## src/rtl/fv_arb_pkg.sv

```systemverilog
// Shared types and constants for the FV FIFO write-side arbiter and read-side scheduler.
// FV_ARB_STATS_EN enables the per-requester statistics counters in fv_fifo_wr_arbiter.
`ifndef DEPTH_FV_FIFO
`define DEPTH_FV_FIFO 8
`endif

package fv_arb_pkg;

  localparam int STAT_W = 16;

  typedef enum logic {
    ARB  = 1'b0,
    LOCK = 1'b1
  } arb_state_t;

  // Record handed from FV info producers to the FV FIFO.
  typedef struct packed {
    logic [3:0]  src;
    logic [3:0]  kind;
    logic [23:0] info;
  } FV_info2FV_FIFO;

  function automatic logic [STAT_W-1:0] sat_inc(input logic [STAT_W-1:0] v);
    return (&v) ? v : v + 1'b1;
  endfunction

endpackage

```

## src/rtl/fv_fifo_wr_arbiter_if.sv

```systemverilog
// Producer-side handshake and FIFO write/observe bus of the FV FIFO write arbiter.
interface fv_fifo_wr_arbiter_if #(
  parameter int NUM_REQ = 4
);
  import fv_arb_pkg::*;

  logic [NUM_REQ-1:0]                 req_valid;
  logic [NUM_REQ-1:0]                 req_last;
  FV_info2FV_FIFO [NUM_REQ-1:0]       req_data;
  logic [NUM_REQ-1:0]                 req_ready;
  logic                               fifo_rinc;
  logic                               fifo_rempty;
  logic                               fifo_winc;
  FV_info2FV_FIFO                     fifo_wdata;

  modport master (
    output req_valid, req_last, req_data, fifo_rinc, fifo_rempty,
    input  req_ready, fifo_winc, fifo_wdata
  );

  modport slave (
    input  req_valid, req_last, req_data, fifo_rinc, fifo_rempty,
    output req_ready, fifo_winc, fifo_wdata
  );

endinterface

```

## src/rtl/fv_rr_picker.sv

```systemverilog
// Combinational round-robin search: first valid index at or above rr_ptr, wrapping.
module fv_rr_picker #(
  parameter  int N  = 4,
  localparam int IW = (N > 1) ? $clog2(N) : 1
) (
  input  logic [N-1:0]  valid,
  input  logic [IW-1:0] rr_ptr,
  output logic [N-1:0]  grant,
  output logic [IW-1:0] idx,
  output logic          any
);

  int            s;
  logic [IW-1:0] k;

  always_comb begin
    grant = '0;
    idx   = '0;
    any   = 1'b0;
    s     = 0;
    k     = '0;
    for (int off = 0; off < N; off++) begin
      s = int'(rr_ptr) + off;
      if (s >= N) s = s - N;
      k = IW'(s);
      if (!any && valid[k]) begin
        grant[k] = 1'b1;
        idx      = k;
        any      = 1'b1;
      end
    end
  end

endmodule

```

## src/rtl/fv_fifo_wr_arbiter.sv

```systemverilog
// Shares one FV_Sync_FIFO among NUM_REQ producers: round-robin with group lock, credit-gated writes.
// Define FV_ARB_STATS_EN to build the stat_beats / stat_stall counters (tied to 0 otherwise).
`ifndef DEPTH_FV_FIFO
`define DEPTH_FV_FIFO 8
`endif

module fv_fifo_wr_arbiter
  import fv_arb_pkg::*;
#(
  parameter  int NUM_REQ = 4,
  parameter  int DEPTH   = `DEPTH_FV_FIFO,
  parameter  int CNT_W   = $clog2(DEPTH) + 1,
  localparam int IW      = $clog2(NUM_REQ)
) (
  input  logic                            wclk,
  input  logic                            rst,
  fv_fifo_wr_arbiter_if.slave             bus,
  output logic [CNT_W-1:0]                occupancy,
  output logic [IW-1:0]                   grant_id,
  output logic [NUM_REQ-1:0][STAT_W-1:0]  stat_beats,
  output logic [STAT_W-1:0]               stat_stall
);

  arb_state_t         state;
  logic [IW-1:0]      rr_ptr;
  logic [IW-1:0]      lock_id;
  logic [NUM_REQ-1:0] pick_grant;
  logic [IW-1:0]      pick_idx;
  logic               pick_any;
  logic [NUM_REQ-1:0] ready;
  logic [IW-1:0]      acc_id;
  logic               credit_ok;
  logic               accept;
  logic               acc_last;
  logic               pop;

  fv_rr_picker #(.N(NUM_REQ)) u_pick (
    .valid  (bus.req_valid),
    .rr_ptr (rr_ptr),
    .grant  (pick_grant),
    .idx    (pick_idx),
    .any    (pick_any)
  );

  // Credits count beats from acceptance, so the counter never lags the real fill.
  assign credit_ok = (occupancy < CNT_W'(DEPTH));

  always_comb begin
    ready  = '0;
    acc_id = pick_idx;
    if (!rst) begin
      if (state == LOCK) begin
        ready[lock_id] = credit_ok;
        acc_id         = lock_id;
      end else begin
        ready = pick_grant & {NUM_REQ{credit_ok}};
      end
    end
  end

  assign bus.req_ready = ready;
  assign accept   = !rst && credit_ok &&
                    ((state == LOCK) ? bus.req_valid[lock_id] : pick_any);
  assign acc_last = bus.req_last[acc_id];
  // A pop at zero credit cannot be ours to refund; ignore it.
  assign pop      = bus.fifo_rinc && !bus.fifo_rempty && (occupancy != '0);

  always_ff @(posedge wclk) begin
    if (rst) begin
      state          <= ARB;
      rr_ptr         <= '0;
      lock_id        <= '0;
      grant_id       <= '0;
      occupancy      <= '0;
      bus.fifo_winc  <= 1'b0;
      bus.fifo_wdata <= '0;
    end else begin
      bus.fifo_winc <= accept;
      if (accept) begin
        bus.fifo_wdata <= bus.req_data[acc_id];
        grant_id       <= acc_id;
        if (acc_last) begin
          state  <= ARB;
          rr_ptr <= (acc_id == IW'(NUM_REQ - 1)) ? '0 : acc_id + 1'b1;
        end else begin
          state   <= LOCK;
          lock_id <= acc_id;
        end
      end
      if (accept && !pop)      occupancy <= occupancy + 1'b1;
      else if (!accept && pop) occupancy <= occupancy - 1'b1;
    end
  end

`ifdef FV_ARB_STATS_EN
  logic stall_cyc;
  assign stall_cyc = (|bus.req_valid) && !credit_ok;

  always_ff @(posedge wclk) begin
    if (rst) begin
      stat_beats <= '0;
      stat_stall <= '0;
    end else begin
      for (int i = 0; i < NUM_REQ; i++)
        if (accept && (acc_id == IW'(i))) stat_beats[i] <= sat_inc(stat_beats[i]);
      if (stall_cyc) stat_stall <= sat_inc(stat_stall);
    end
  end
`else
  assign stat_beats = '0;
  assign stat_stall = '0;
`endif

endmodule

```

## src/flat_wrapper.sv

```systemverilog
// flat-port wrapper written by rule: the top's interface ports become plain ports
module fv_fifo_wr_arbiter_flat import fv_arb_pkg::*;
#(
  parameter  int NUM_REQ = 4,
  parameter  int DEPTH   = `DEPTH_FV_FIFO,
  parameter  int CNT_W   = $clog2(DEPTH) + 1,
  localparam int IW      = $clog2(NUM_REQ)
)
  (wclk, rst, occupancy, grant_id, stat_beats, stat_stall, bus_req_valid, bus_req_last, bus_req_data, bus_fifo_rinc, bus_fifo_rempty, bus_req_ready, bus_fifo_winc, bus_fifo_wdata);
  fv_fifo_wr_arbiter_if #(.NUM_REQ(NUM_REQ)) bus_i ();
  input  logic wclk;
  input  logic rst;
  output logic [CNT_W-1:0] occupancy;
  output logic [IW-1:0] grant_id;
  output logic [NUM_REQ-1:0][STAT_W-1:0] stat_beats;
  output logic [STAT_W-1:0] stat_stall;
  input wire logic [$bits(bus_i.req_valid)-1:0] bus_req_valid;
  input wire logic [$bits(bus_i.req_last)-1:0] bus_req_last;
  input wire logic [$bits(bus_i.req_data)-1:0] bus_req_data;
  input wire logic [$bits(bus_i.fifo_rinc)-1:0] bus_fifo_rinc;
  input wire logic [$bits(bus_i.fifo_rempty)-1:0] bus_fifo_rempty;
  output wire logic [$bits(bus_i.req_ready)-1:0] bus_req_ready;
  output wire logic [$bits(bus_i.fifo_winc)-1:0] bus_fifo_winc;
  output wire logic [$bits(bus_i.fifo_wdata)-1:0] bus_fifo_wdata;
  assign bus_i.req_valid = bus_req_valid;
  assign bus_i.req_last = bus_req_last;
  assign bus_i.req_data = bus_req_data;
  assign bus_i.fifo_rinc = bus_fifo_rinc;
  assign bus_i.fifo_rempty = bus_fifo_rempty;
  assign bus_req_ready = bus_i.req_ready;
  assign bus_fifo_winc = bus_i.fifo_winc;
  assign bus_fifo_wdata = bus_i.fifo_wdata;
  fv_fifo_wr_arbiter #(.NUM_REQ(NUM_REQ), .DEPTH(DEPTH), .CNT_W(CNT_W)) u_core (.wclk(wclk), .rst(rst), .bus(bus_i), .occupancy(occupancy), .grant_id(grant_id), .stat_beats(stat_beats), .stat_stall(stat_stall));
endmodule
```

## config.mk

```make
export PLATFORM = sky130hd
export DESIGN_NAME = fv_fifo_wr_arbiter_flat
export DESIGN_NICKNAME = d
export VERILOG_FILES = /design/src/rtl/fv_arb_pkg.sv /design/src/rtl/fv_fifo_wr_arbiter_if.sv /design/src/rtl/fv_rr_picker.sv /design/src/rtl/fv_fifo_wr_arbiter.sv /design/src/flat_wrapper.sv
export SDC_FILE = /design/constraint.sdc
export NUM_CORES = 1
export LEC_CHECK = 0
export CELL_PAD_IN_SITES_DETAIL_PLACEMENT = 1
export CELL_PAD_IN_SITES_GLOBAL_PLACEMENT = 2
export CORE_MARGIN = 2
export CORE_UTILIZATION = 19
export CTS_CLUSTER_SIZE = 20
export DETAILED_ROUTE_END_ITERATION = 12
export GPL_TIMING_DRIVEN = 0
export MAX_ROUTING_LAYER = met4
export PLACE_DENSITY_LB_ADDON = 0.1
export SYNTH_ARGS = -nofsm -noshare
export SYNTH_HDL_FRONTEND = slang
export SYNTH_SLANG_ARGS = --single-unit
export TNS_END_PERCENT = 20
```

## constraint.sdc

```tcl
create_clock -name wclk -period 3.91 [get_ports wclk]
set_input_delay 0.782 -clock wclk [delete_from_list [all_inputs] [get_ports wclk]]
set_output_delay 0.782 -clock wclk [all_outputs]
set_load 0.01 [all_outputs]
```

==> results of run 1 <==
-- synthesized netlist by cell type, types with 2 or more instances --
cell,instances
buf_6,7
nor2b_1,4
or4_1,2
dfxtp_1,44
buf_1,3
o21ai_0,9
a222oi_1,4
and4b_1,2
a21oi_2,27
o22ai_1,2
a2111oi_0,2
mux2i_1,3
inv_1,7
nand2b_1,36
a211o_1,4
ha_1,11
a21oi_1,56
buf_2,6
nor2_1,8
and2_1,2
nand2_1,108
a211oi_1,4
or3_1,2
clkbuf_1,21
a32o_1,32
o31ai_1,3
buf_4,83
mux4_2,5
a31oi_1,2
nand3b_1,3
xnor2_1,3
-- power groups by stage --
stage | Sequential, W | Combinational, W | Clock, W
finish | 0.000809 | 0.00244 | 0.000440
CTS | 0.000813 | 0.00248 | 0.000463
detailed placement | 0.000818 | 0.00245 | 0
global route | 0.000842 | 0.00269 | 0.000482
global placement | 0.000810 | 0.00241 | 0
floorplan | 0.000881 | 0.00134 | 0
-- stage by stage --
stage	cell area, um2	total power, W	setup slack, ns
floorplan	4345	0.002222	0.3703
detailed placement	6481	0.003263	-0.7319
global placement	6481	0.003224	-0.6772
global route	6709	0.004013	0.005985
finish	6709	0.003690	0.1584
CTS	6691	0.003760	0.01589
-- critical path, stage by stage, from the launching register on --
cell and delay (ns):
dfxtp_4 0.38, buf_6 0.14, buf_6 0.14, inv_1 0.12, ha_4 0.35, mux4_2 0.38, nor4b_4 0.35, buf_4 0.17
buf_4 0.10, a222oi_1 0.09, a21oi_1 0.17, dlygate4sd2_1 0.28
-- final cells by class --
cell class                 instances  area [um2]  area share (%)
buffer                           119       834.6           12.44
inverter                           8       30.03          0.4476
sequential                        44       884.6           13.19
clock inverter                     2       10.01          0.1492
timing repair buffer             185        1834           27.34
clock buffer                       6       138.9           2.070
antenna                            1       2.502         0.03730
tap                              275       344.1           5.129
multi-input combinational        431        2630           39.20
-- flip-flops by register name, summed over array words and instances, names as in the netlist --
signal / flops
u_core.bus.fifo_wdata: 32
u_core.bus.fifo_winc: 1
u_core.grant_id: 2
u_core.lock_id: 2
u_core.occupancy: 4
u_core.rr_ptr: 2
u_core.state: 1
-- routing by layer --
layer	global-route usage (%)	vias up	part of all wire, %
met5	-	-	0
met4	3.632	0	1.3
met3	3.902	15	6.9
met2	27.24	160	51
met1	16.73	2149	41
li1	-	2213	-
-- cell families (layout without fill, tap and decap cells) --
kind of cell	count (synthesis)	after routing
AOI/OAI and AO/OA	154	154
and+or+nand+nor	172	172
adders and majority gates	12	12
buffers and inverters	128	320
muxes	9	9
xor gates and xnor gates	4	4
DFF	44	44
other	1	81
-- repair_timing --
item                                    4_1_cts  5_1_grt
pin swaps                                     2        3
endpoints found under the setup margin       43       33
gates cloned                                  0        0
hold buffers                                  0        0
setup buffers                                 6        0
resized for setup                            11        8
-- how the worst min path moves through the flow --
stage,startpoint,slack [ns],endpoint
floorplan,u_core.bus.fifo_wdata[0]$_SDFFE_PP0P_,0.49,u_core.bus.fifo_wdata[0]$_SDFFE_PP0P_
global placement,u_core.bus.fifo_wdata[28]$_SDFFE_PP0P_,0.46,u_core.bus.fifo_wdata[28]$_SDFFE_PP0P_
detailed placement,u_core.bus.fifo_wdata[2]$_SDFFE_PP0P_,0.46,u_core.bus.fifo_wdata[2]$_SDFFE_PP0P_
CTS,u_core.bus.fifo_wdata[2]$_SDFFE_PP0P_,0.47,u_core.bus.fifo_wdata[2]$_SDFFE_PP0P_
global route,u_core.bus.fifo_wdata[2]$_SDFFE_PP0P_,0.49,u_core.bus.fifo_wdata[2]$_SDFFE_PP0P_
finish,u_core.bus.fifo_wdata[2]$_SDFFE_PP0P_,0.47,u_core.bus.fifo_wdata[2]$_SDFFE_PP0P_
==> results.sh, run 1 <==
export IMPL_ys_seq_elements=44
export IMPL_fin_hold_ws_ns=0.4675
export IMPL_cp_end_kind="output port"
export IMPL_seqPwrFrac_pct=21.9
export IMPL_synth_avg_cell_area_um2=7.727
export IMPL_reg2regPathDepth=13
export IMPL_synth_seq_area_share_pct=21.76
export IMPL_endpoint="bus_req_ready[1]"
export IMPL_viasPerCell=4.236
export IMPL_final_util_pct=32.02
export IMPL_dp_cells=1057
export IMPL_syn_area_um2=4049
export IMPL_synth_edf_count=0
export IMPL_power_internal_w=0.002077
export IMPL_r2r_slack_ns=0.33
export IMPL_die_h_um=150.0
export IMPL_rr_endpoint="u_core.bus.fifo_wdata[31]$_SDFFE_PP0P_"
export IMPL_hp_class="flop to flop"
export IMPL_worst_pin_slew_ns=0.8851
export IMPL_rsz0062_at_grt="no"
export IMPL_tritoncts="yes"
export IMPL_initial_core_util_pct=19.32
export IMPL_cap_violations=0
export IMPL_combPwrFrac_pct=66.2
export IMPL_synthAdderAreaFrac_pct=3.894
export IMPL_skew_ns=0.005508
export IMPL_first_iter_violations=113
export IMPL_antenna_found_initial=1
export IMPL_drcViolationCount=0
export IMPL_arrival_ns=2.97
export IMPL_hold_viol_final=0
export IMPL_gp_congestion=0.8196
export IMPL_clkTransAtPathRegs_ns=0.06
export IMPL_timing_final_crit_share_pct=95.95
export IMPL_r2r_start="u_core.rr_ptr[0]$_SDFFE_PP0P_"
export IMPL_startpoint="u_core.rr_ptr[0]$_SDFFE_PP0P_"
export IMPL_p_per_area_nw_per_um2=550.0
export IMPL_dp_hpwl_mm=13.96
export IMPL_p_sw_w=0.001613
export IMPL_grt_max_degree=14
export IMPL_yosysUniqueCellTypes=50
export IMPL_row_count=53
export IMPL_mostFrequentLayoutCell="clkdlybuf4s50_1"
export IMPL_clk_path_buf_depth=2
export IMPL_stdcell_count=1071
export IMPL_root_buffer="clkbuf_16"
export IMPL_async_reset_ff_share_pct=0
export IMPL_fp_dieW_um=150.0
export IMPL_p_clk_share_pct=11.9
export IMPL_finalNetCount=946
export IMPL_synth_ff_type="dfxtp_1"
export IMPL_netlist_area_leader_share_pct=21.76
export IMPL_tns_ns=0
export IMPL_dr_pass1_iters=4
export IMPL_num_vias=4537
export IMPL_fmax_mhz=266.6
export IMPL_cp_required_ns=3.13
export IMPL_io_buffers=179
export IMPL_status="finished clean"
export IMPL_fillCellCount=2557
export IMPL_synthToLayoutAreaGrowth_pct=65.70
export IMPL_grt_overflow=0
export IMPL_worstHoldPathCells=2
export IMPL_groute_usage_overall_pct=15.16
export IMPL_yosysTopAreaCell="dfxtp_1"
export IMPL_synth_top_family_by_area="compound AO/OA/AOI/OAI gates"
export IMPL_clk_latency_ns=0.30
export IMPL_wire_per_inst_um=16.25
export IMPL_ios=263
export IMPL_max_slew_margin_pct=40.99
export IMPL_dieArea_um2=22490
export IMPL_path_max_fanout=10
export IMPL_grt_pass1_vias=4669
export IMPL_post_route_min_period_ns=3.752
export IMPL_crit_type="flop to output port"
export IMPL_irDropWorstVdd_uv=225.6
export IMPL_ant_nets=0
export IMPL_synthCells=524
export IMPL_final_max_slew_violation_count=0
export IMPL_synth_warnings=0
export IMPL_p_leak_nw=2.811
export IMPL_start_kind="flop"
export IMPL_grt_first_pass_wirelength_mm=25.47
export IMPL_yosys_area_share_simple_pct=20.30
export IMPL_finalSetupViolCount=0
export IMPL_final_cell_mix="clkdlybuf4s50_1, nand2_1, buf_4, conb_1, a21oi_1"
export IMPL_drive_gt1_share_pct=19.50
export IMPL_p_sw_share_pct=43.71
export IMPL_synth_xor_area_share_pct=0.8653
export IMPL_core_um2=20960
export IMPL_cts_made_buffers=5
export IMPL_synth_top_cells_by_area="dfxtp_1, buf_4, nand2_1"
export IMPL_synth_mux_area_fraction_pct=3.801
export IMPL_wl_mm=17.40
export IMPL_cts_sinks=44
export IMPL_synth_compound_area_share_pct=28.24
export IMPL_cts_htree_levels=2
No activity file was read; power rests on OpenSTA's default activity.
==> inputs of run 2 (changes only) <==
--- a/config.mk
+++ b/config.mk
@@ -8,12 +8,14 @@
 export CELL_PAD_IN_SITES_DETAIL_PLACEMENT = 1
 export CELL_PAD_IN_SITES_GLOBAL_PLACEMENT = 2
 export CORE_MARGIN = 2
-export CORE_UTILIZATION = 19
+export CORE_UTILIZATION = 33
 export CTS_CLUSTER_SIZE = 20
 export DETAILED_ROUTE_END_ITERATION = 12
+export DONT_BUFFER_PORTS = 1
 export GPL_TIMING_DRIVEN = 0
 export MAX_ROUTING_LAYER = met4
 export PLACE_DENSITY_LB_ADDON = 0.1
+export RECOVER_POWER = 25
 export SYNTH_ARGS = -nofsm -noshare
 export SYNTH_HDL_FRONTEND = slang
 export SYNTH_SLANG_ARGS = --single-unit
==> run 2 against run 1 <==
  * Maximum frequency is 1.0% higher
  * Largest cell class is now multi-input gates
  * Hold slack better by 0.059 ns
  * Sequential cell count stayed put
  * Count of clock-buffer cells in the layout stayed put
  * Critical path depth is 2 lower
  * Via count is 15% lower
  * Power is 14% lower
  * Global-route usage is 5.2 points higher
  * Non-clock buffer count is 183 lower
==> results.sh, run 2 (same netlist as run 1, synthesis figures left out) <==
export IMPL_critPathTopFamily="buffers and inverters"
export IMPL_dr_pass1_iters=4
export IMPL_drive_gt1_share_pct=25.98
export IMPL_finalNetCount=763
export IMPL_largest_register="u_core.bus.fifo_wdata"
export IMPL_dp_cells=750
export IMPL_multi_input_area_um2=2645
export IMPL_row_count=40
export IMPL_num_vias=3843
export IMPL_worst_slack_ns=0.1957
export IMPL_io_buffers=0
export IMPL_r2r_slack_ns=0.26
export IMPL_gp_congestion=0.8408
export IMPL_hp_class="flop to flop"
export IMPL_cts_made_buffers=5
export IMPL_wire_per_inst_um=18.40
export IMPL_cp_end_kind="output port"
export IMPL_initial_core_util_pct=33.71
export IMPL_timing_final_crit_share_pct=95.00
export IMPL_drcViolationCount=0
export IMPL_grtUsageMet1_pct=23.52
export IMPL_ios=263
export IMPL_viasPerCell=5.063
export IMPL_max_slew_margin_pct=53.13
export IMPL_arrival_ns=2.93
export IMPL_cp_slowest_cell="ha_2"
export IMPL_grt_util_met3_pct=5.482
export IMPL_p_leak_nw=2.091
export IMPL_grt_pass1_vias=3739
export IMPL_grt_first_pass_wirelength_mm=20.38
export IMPL_fmax_mhz=269.2
export IMPL_cts_htree_levels=2
export IMPL_reg_largest_list="u_core.bus.fifo_wdata x32, u_core.occupancy x4"
export IMPL_clk_latency_ns=0.28
export IMPL_groute_usage_overall_pct=20.34
export IMPL_synthToLayoutAreaGrowth_pct=17.37
export IMPL_critPathBufInv=4
export IMPL_regArea_um2=880.8
export IMPL_irDropWorstVdd_uv=313.9
export IMPL_cap_violations=0
export IMPL_num_antenna_cells=0
export IMPL_start_kind="flop"
export IMPL_wl_mm=13.97
export IMPL_slowest_delay_ns=0.44
export IMPL_path_max_fanout=10
export IMPL_dieArea_um2=13170
export IMPL_stdcell_count=759
export IMPL_worst_pin_slew_ns=0.7030
export IMPL_final_max_slew_violation_count=0
export IMPL_finalSetupViolCount=0
export IMPL_fillCellCount=1511
export IMPL_core_um2=12010
export IMPL_clk_path_buf_depth=2
export IMPL_pre_cts_slack_ns=-0.4381
export IMPL_crit_chain="clkbuf_4, buf_2, inv_1, ha_2, mux4_2, nor4b_4, buf_4, a222oi_1, a21oi_1"
export IMPL_tritoncts="yes"
export IMPL_die_h_um=114.8
export IMPL_crit_type="flop to output port"
export IMPL_antenna_found_initial=0
export IMPL_clkTransAtPathRegs_ns=0.06
export IMPL_fp_dieW_um=114.8
export IMPL_final_cell_mix="nand2_1, buf_4, conb_1, a21oi_1, dfxtp_1"
export IMPL_mostFrequentLayoutCell="nand2_1"
export IMPL_grt_overflow=0
export IMPL_status="finished clean"
export IMPL_root_buffer="clkbuf_16"
export IMPL_ant_nets=0
export IMPL_top_usage_layer="met2"
export IMPL_skew_ns=0.004507
export IMPL_cts_sinks=44
export IMPL_hold_viol_final=0
export IMPL_post_route_min_period_ns=3.714
export IMPL_met2_usage_pct=35.98
export IMPL_cp_required_ns=3.13
export IMPL_grt_max_degree=14
export IMPL_first_iter_violations=161
export IMPL_dp_hpwl_mm=11.18
export IMPL_rsz0062_at_grt="yes"
export IMPL_p_per_area_nw_per_um2=668.1
export IMPL_largest_reg_flops=32
## run 2: changes by cell type in the layout (fill, tap and decap cells not counted), moves of 2 or more
cell             previous run  this run
buf_6                       9         7
buf_4                      89        85
clkbuf_2                    2         7
clkdlybuf4s50_1           174         0
clkbuf_4                    0         2
clkbuf_1                   18        14
a21oi_2                    27        29
a21oi_1                    56        54
dlygate4sd2_1               4         0
## run 2: path summary, 6_finish.rpt
path                                                        startpoint                                      to  depth (start not counted)
worst min register to register  u_core.bus.fifo_wdata[30]$_SDFFE_PP0P_  u_core.bus.fifo_wdata[30]$_SDFFE_PP0P_                          2
worst max-delay path                     u_core.rr_ptr[0]$_SDFFE_PP0P_                        bus_req_ready[2]                          9
worst max register to register           u_core.rr_ptr[0]$_SDFFE_PP0P_  u_core.bus.fifo_wdata[14]$_SDFFE_PP0P_                         13
worst min-delay path            u_core.bus.fifo_wdata[30]$_SDFFE_PP0P_  u_core.bus.fifo_wdata[30]$_SDFFE_PP0P_                          2
## run 2: metal layers
layer  routed length [um]  up-vias
met3                 1191        6
met2                 6905      163
met1                 5779     1824
met4                   89        0
li1                     -     1850
met5                    0        -
## run 2: final cells by class
type / instances / area share [%]
repair buffers: 2 / 0.3160
well taps: 147 / 3.870
clock buffers: 6 / 2.712
multi-input cells: 431 / 55.66
flip-flops and latches: 44 / 18.54
clock inverters: 2 / 0.7372
plain buffers: 119 / 17.54
inverters: 8 / 0.6319
## run 2: power by group
| part | internal (W) | total, W | switching [W] |
|---|---|---|---|
| logic | 0.000713 | 0.00173 | 0.00102 |
| clock network | 0.000301 | 0.000479 | 0.000178 |
| registers | 0.000667 | 0.000962 | 0.000295 |
## run 2: tightest hold or removal path, delay by kind of cell (launching register included)
family / cells / cell delay, ns
compound gates: 1 / 0.06
flops: 1 / 0.35
simple gates: 1 / 0.08
## run 2: what timing repair did
item                                   4_1_cts  5_1_grt
endpoints found under the hold margin        0        0
pin swaps                                    1        4
hold buffers                                 0        0
buffers inserted                             2        0
setup endpoints to repair                   43       40
gates resized for setup                      7       13
## run 2: metrics by stage
step / cell area (um2) / util (%) / TNS, ns / power, W / hold WS (ns)
2_1_floorplan: 4345 / - / 0 / 0.002222 / 0.4901
3_3_place_gp: 4529 / 37.71 / -13.02 / 0.002640 / 0.5181
3_5_place_dp: 4529 / 37.71 / -14.88 / 0.002684 / 0.5204
4_1_cts: 4722 / 39.31 / 0 / 0.003188 / 0.5316
5_1_grt: 4752 / 39.56 / -0.009059 / 0.003437 / 0.5444
6_report: 4752 / 39.56 / 0 / 0.003175 / 0.5262
==> RTL change, RTL diff (config.mk and constraints of run 1) <==
Change the macro `DEPTH_FV_FIFO` from 8 to 16.
--- a/src/rtl/fv_arb_pkg.sv
+++ b/src/rtl/fv_arb_pkg.sv
@@ -3,3 +3,3 @@
 `ifndef DEPTH_FV_FIFO
-`define DEPTH_FV_FIFO 8
+`define DEPTH_FV_FIFO 16
 `endif
Ports: changed (resized occupancy); port bits go from 263 to 264. The function was not compared with the original's and may differ.
==> RTL change against run 1 <==
  * Worst setup slack got worse by 0.033 ns
  * Synthesized area decreased by 8.5%
  * Sequential cell count increased by 1
  * Via count decreased by 22%
  * Cell area decreased by 4.0%
  * Wire length decreased by 19%
  * Clock skew about the same
  * Total power increased by 6.3%
  * Critical endpoint is now bus_req_ready[0]
==> RTL change: results (changes against run 1) <==
metric,value,unit,change
place_hpwl,11800,um,-16%
detailedRoute.firstIterationViolations,67,,-41%
peakVddDrop,211,uV,-6.6%
dpl_worst_slack,-1.20,ns,-0.471 ns
dpl_cell_area,6150,um^2,-5.2%
worst-endpoint-arrival,3.00,ns,+0.03 ns
grt_max_degree,19,,+5
drt_wl_total,14100,um,-19%
min_period_over_period,96.8,%,+0.83 points
seq_area_frac_synth,24.3,%,+2.6 points
global_route.usage.total,13.2,%,-1.9 points
top_regs,"u_core.bus.fifo_wdata x32, u_core.occupancy x5",,
via_per_inst,3.93,,-7.2%
ctsLongestPathBuffers,2,,unchanged
fin_hold_ws,0.450,ns,-0.0176 ns
place_congestion,0.759,,-7.4%
grt_first_pass_wirelength,20600,um,-19%
rrSetupSlack,0.38,ns,+0.05 ns
leakage,2.82,nW,+0.34%
synth_compound_area_share,15.3,%,-13 points
run_status,"finished, final reports clean",,
fraction_of_synthesized_area_in_multiplexers,23.8,%,+20 points
synth_xor_area_share,1.18,%,+0.32 points
synth_top_flop_cell,sky130_fd_sc_hd__dfxtp_1,,
finish.net_count,791,,-16%
r2r.worst_path.cells,12,,-1
fin_worst_skew,0.00565,ns,+0.000143 ns
post-place-cells,889,,-16%
synth.top_cells.by_area,"sky130_fd_sc_hd__dfxtp_1 (24%), sky130_fd_sc_hd__mux4_2 (21%), sky130_fd_sc_hd__buf_4 (16%)",,
synth_area_per_cell,10.2,um^2,+32%
layout-drive-gt1-share,25.1,%,+5.6 points
synth_top_cells_by_count,"sky130_fd_sc_hd__buf_4 (80), sky130_fd_sc_hd__dfxtp_1 (45), sky130_fd_sc_hd__mux4_2 (35), sky130_fd_sc_hd__a22o_1 (31), sky130_fd_sc_hd__nor2_1 (24)",,
worst-slew-pin-transition,0.614,ns,-0.271 ns
buffer_ports.inserted,181,,+1.1%
synth_fa_ha_area_share,4.93,%,+1.0 points
final_cell_count_no_fill,904,,-16%
clock_insertion_delay_worst_skew,0.28,ns,-0.02 ns
yosysUniqueCellTypes,54,,+8.0%
drtPass1Iterations,3,,-1
grt_pass1_vias,3631,,-22%
## RTL change: cell type report
| type | count | area [um^2] |
|---|---|---|
| fill | 2247 | 12800 |
| multi-input combinational | 281 | 2360 |
| timing repair buffer | 188 | 1870 |
| sequential | 45 | 908 |
| buffer | 104 | 771 |
| tap | 265 | 332 |
| clock buffer | 6 | 129 |
| inverter | 12 | 61.3 |
| clock inverter | 2 | 10.0 |
| antenna | 1 | 2.50 |
## RTL change: metal layers
metal	share of wire [%]	track usage [%]
met1	39	15.0
met3	8.8	3.43
met5	0	-
met2	52	23.7
met4	0.70	2.32
## RTL change: worst paths after layout
kind | start | to
setup / recovery | u_core.rr_ptr[0]$_SDFFE_PP0P_ | bus_req_ready[0]
hold / removal | u_core.grant_id[0]$_SDFFE_PP0P_ | u_core.grant_id[0]$_SDFFE_PP0P_
setup reg to reg | u_core.rr_ptr[0]$_SDFFE_PP0P_ | u_core.bus.fifo_wdata[16]$_SDFFE_PP0P_
hold reg to reg | u_core.grant_id[0]$_SDFFE_PP0P_ | u_core.grant_id[0]$_SDFFE_PP0P_
## RTL change: power by group
group          switching [mW]  internal, mW  total (mW)
clock                   0.176         0.235       0.411
combinational            1.23          1.53        2.76
sequential              0.122         0.632       0.754
## RTL change: cells by family after synthesis
family / after synthesis
and+or+nand+nor: 64
muxes: 44
DFF: 45
other: 1
xor gates and xnor gates: 5
AOI/OAI and AO/OA: 74
buffers and inverters: 117
adders and majority gates: 14
## RTL change: what timing repair did
action | in CTS | in global routing
setup endpoints to repair | 29 | 15
setup buffers | 1 | 6
pin swaps | 1 | 1
resized for setup | 22 | 14
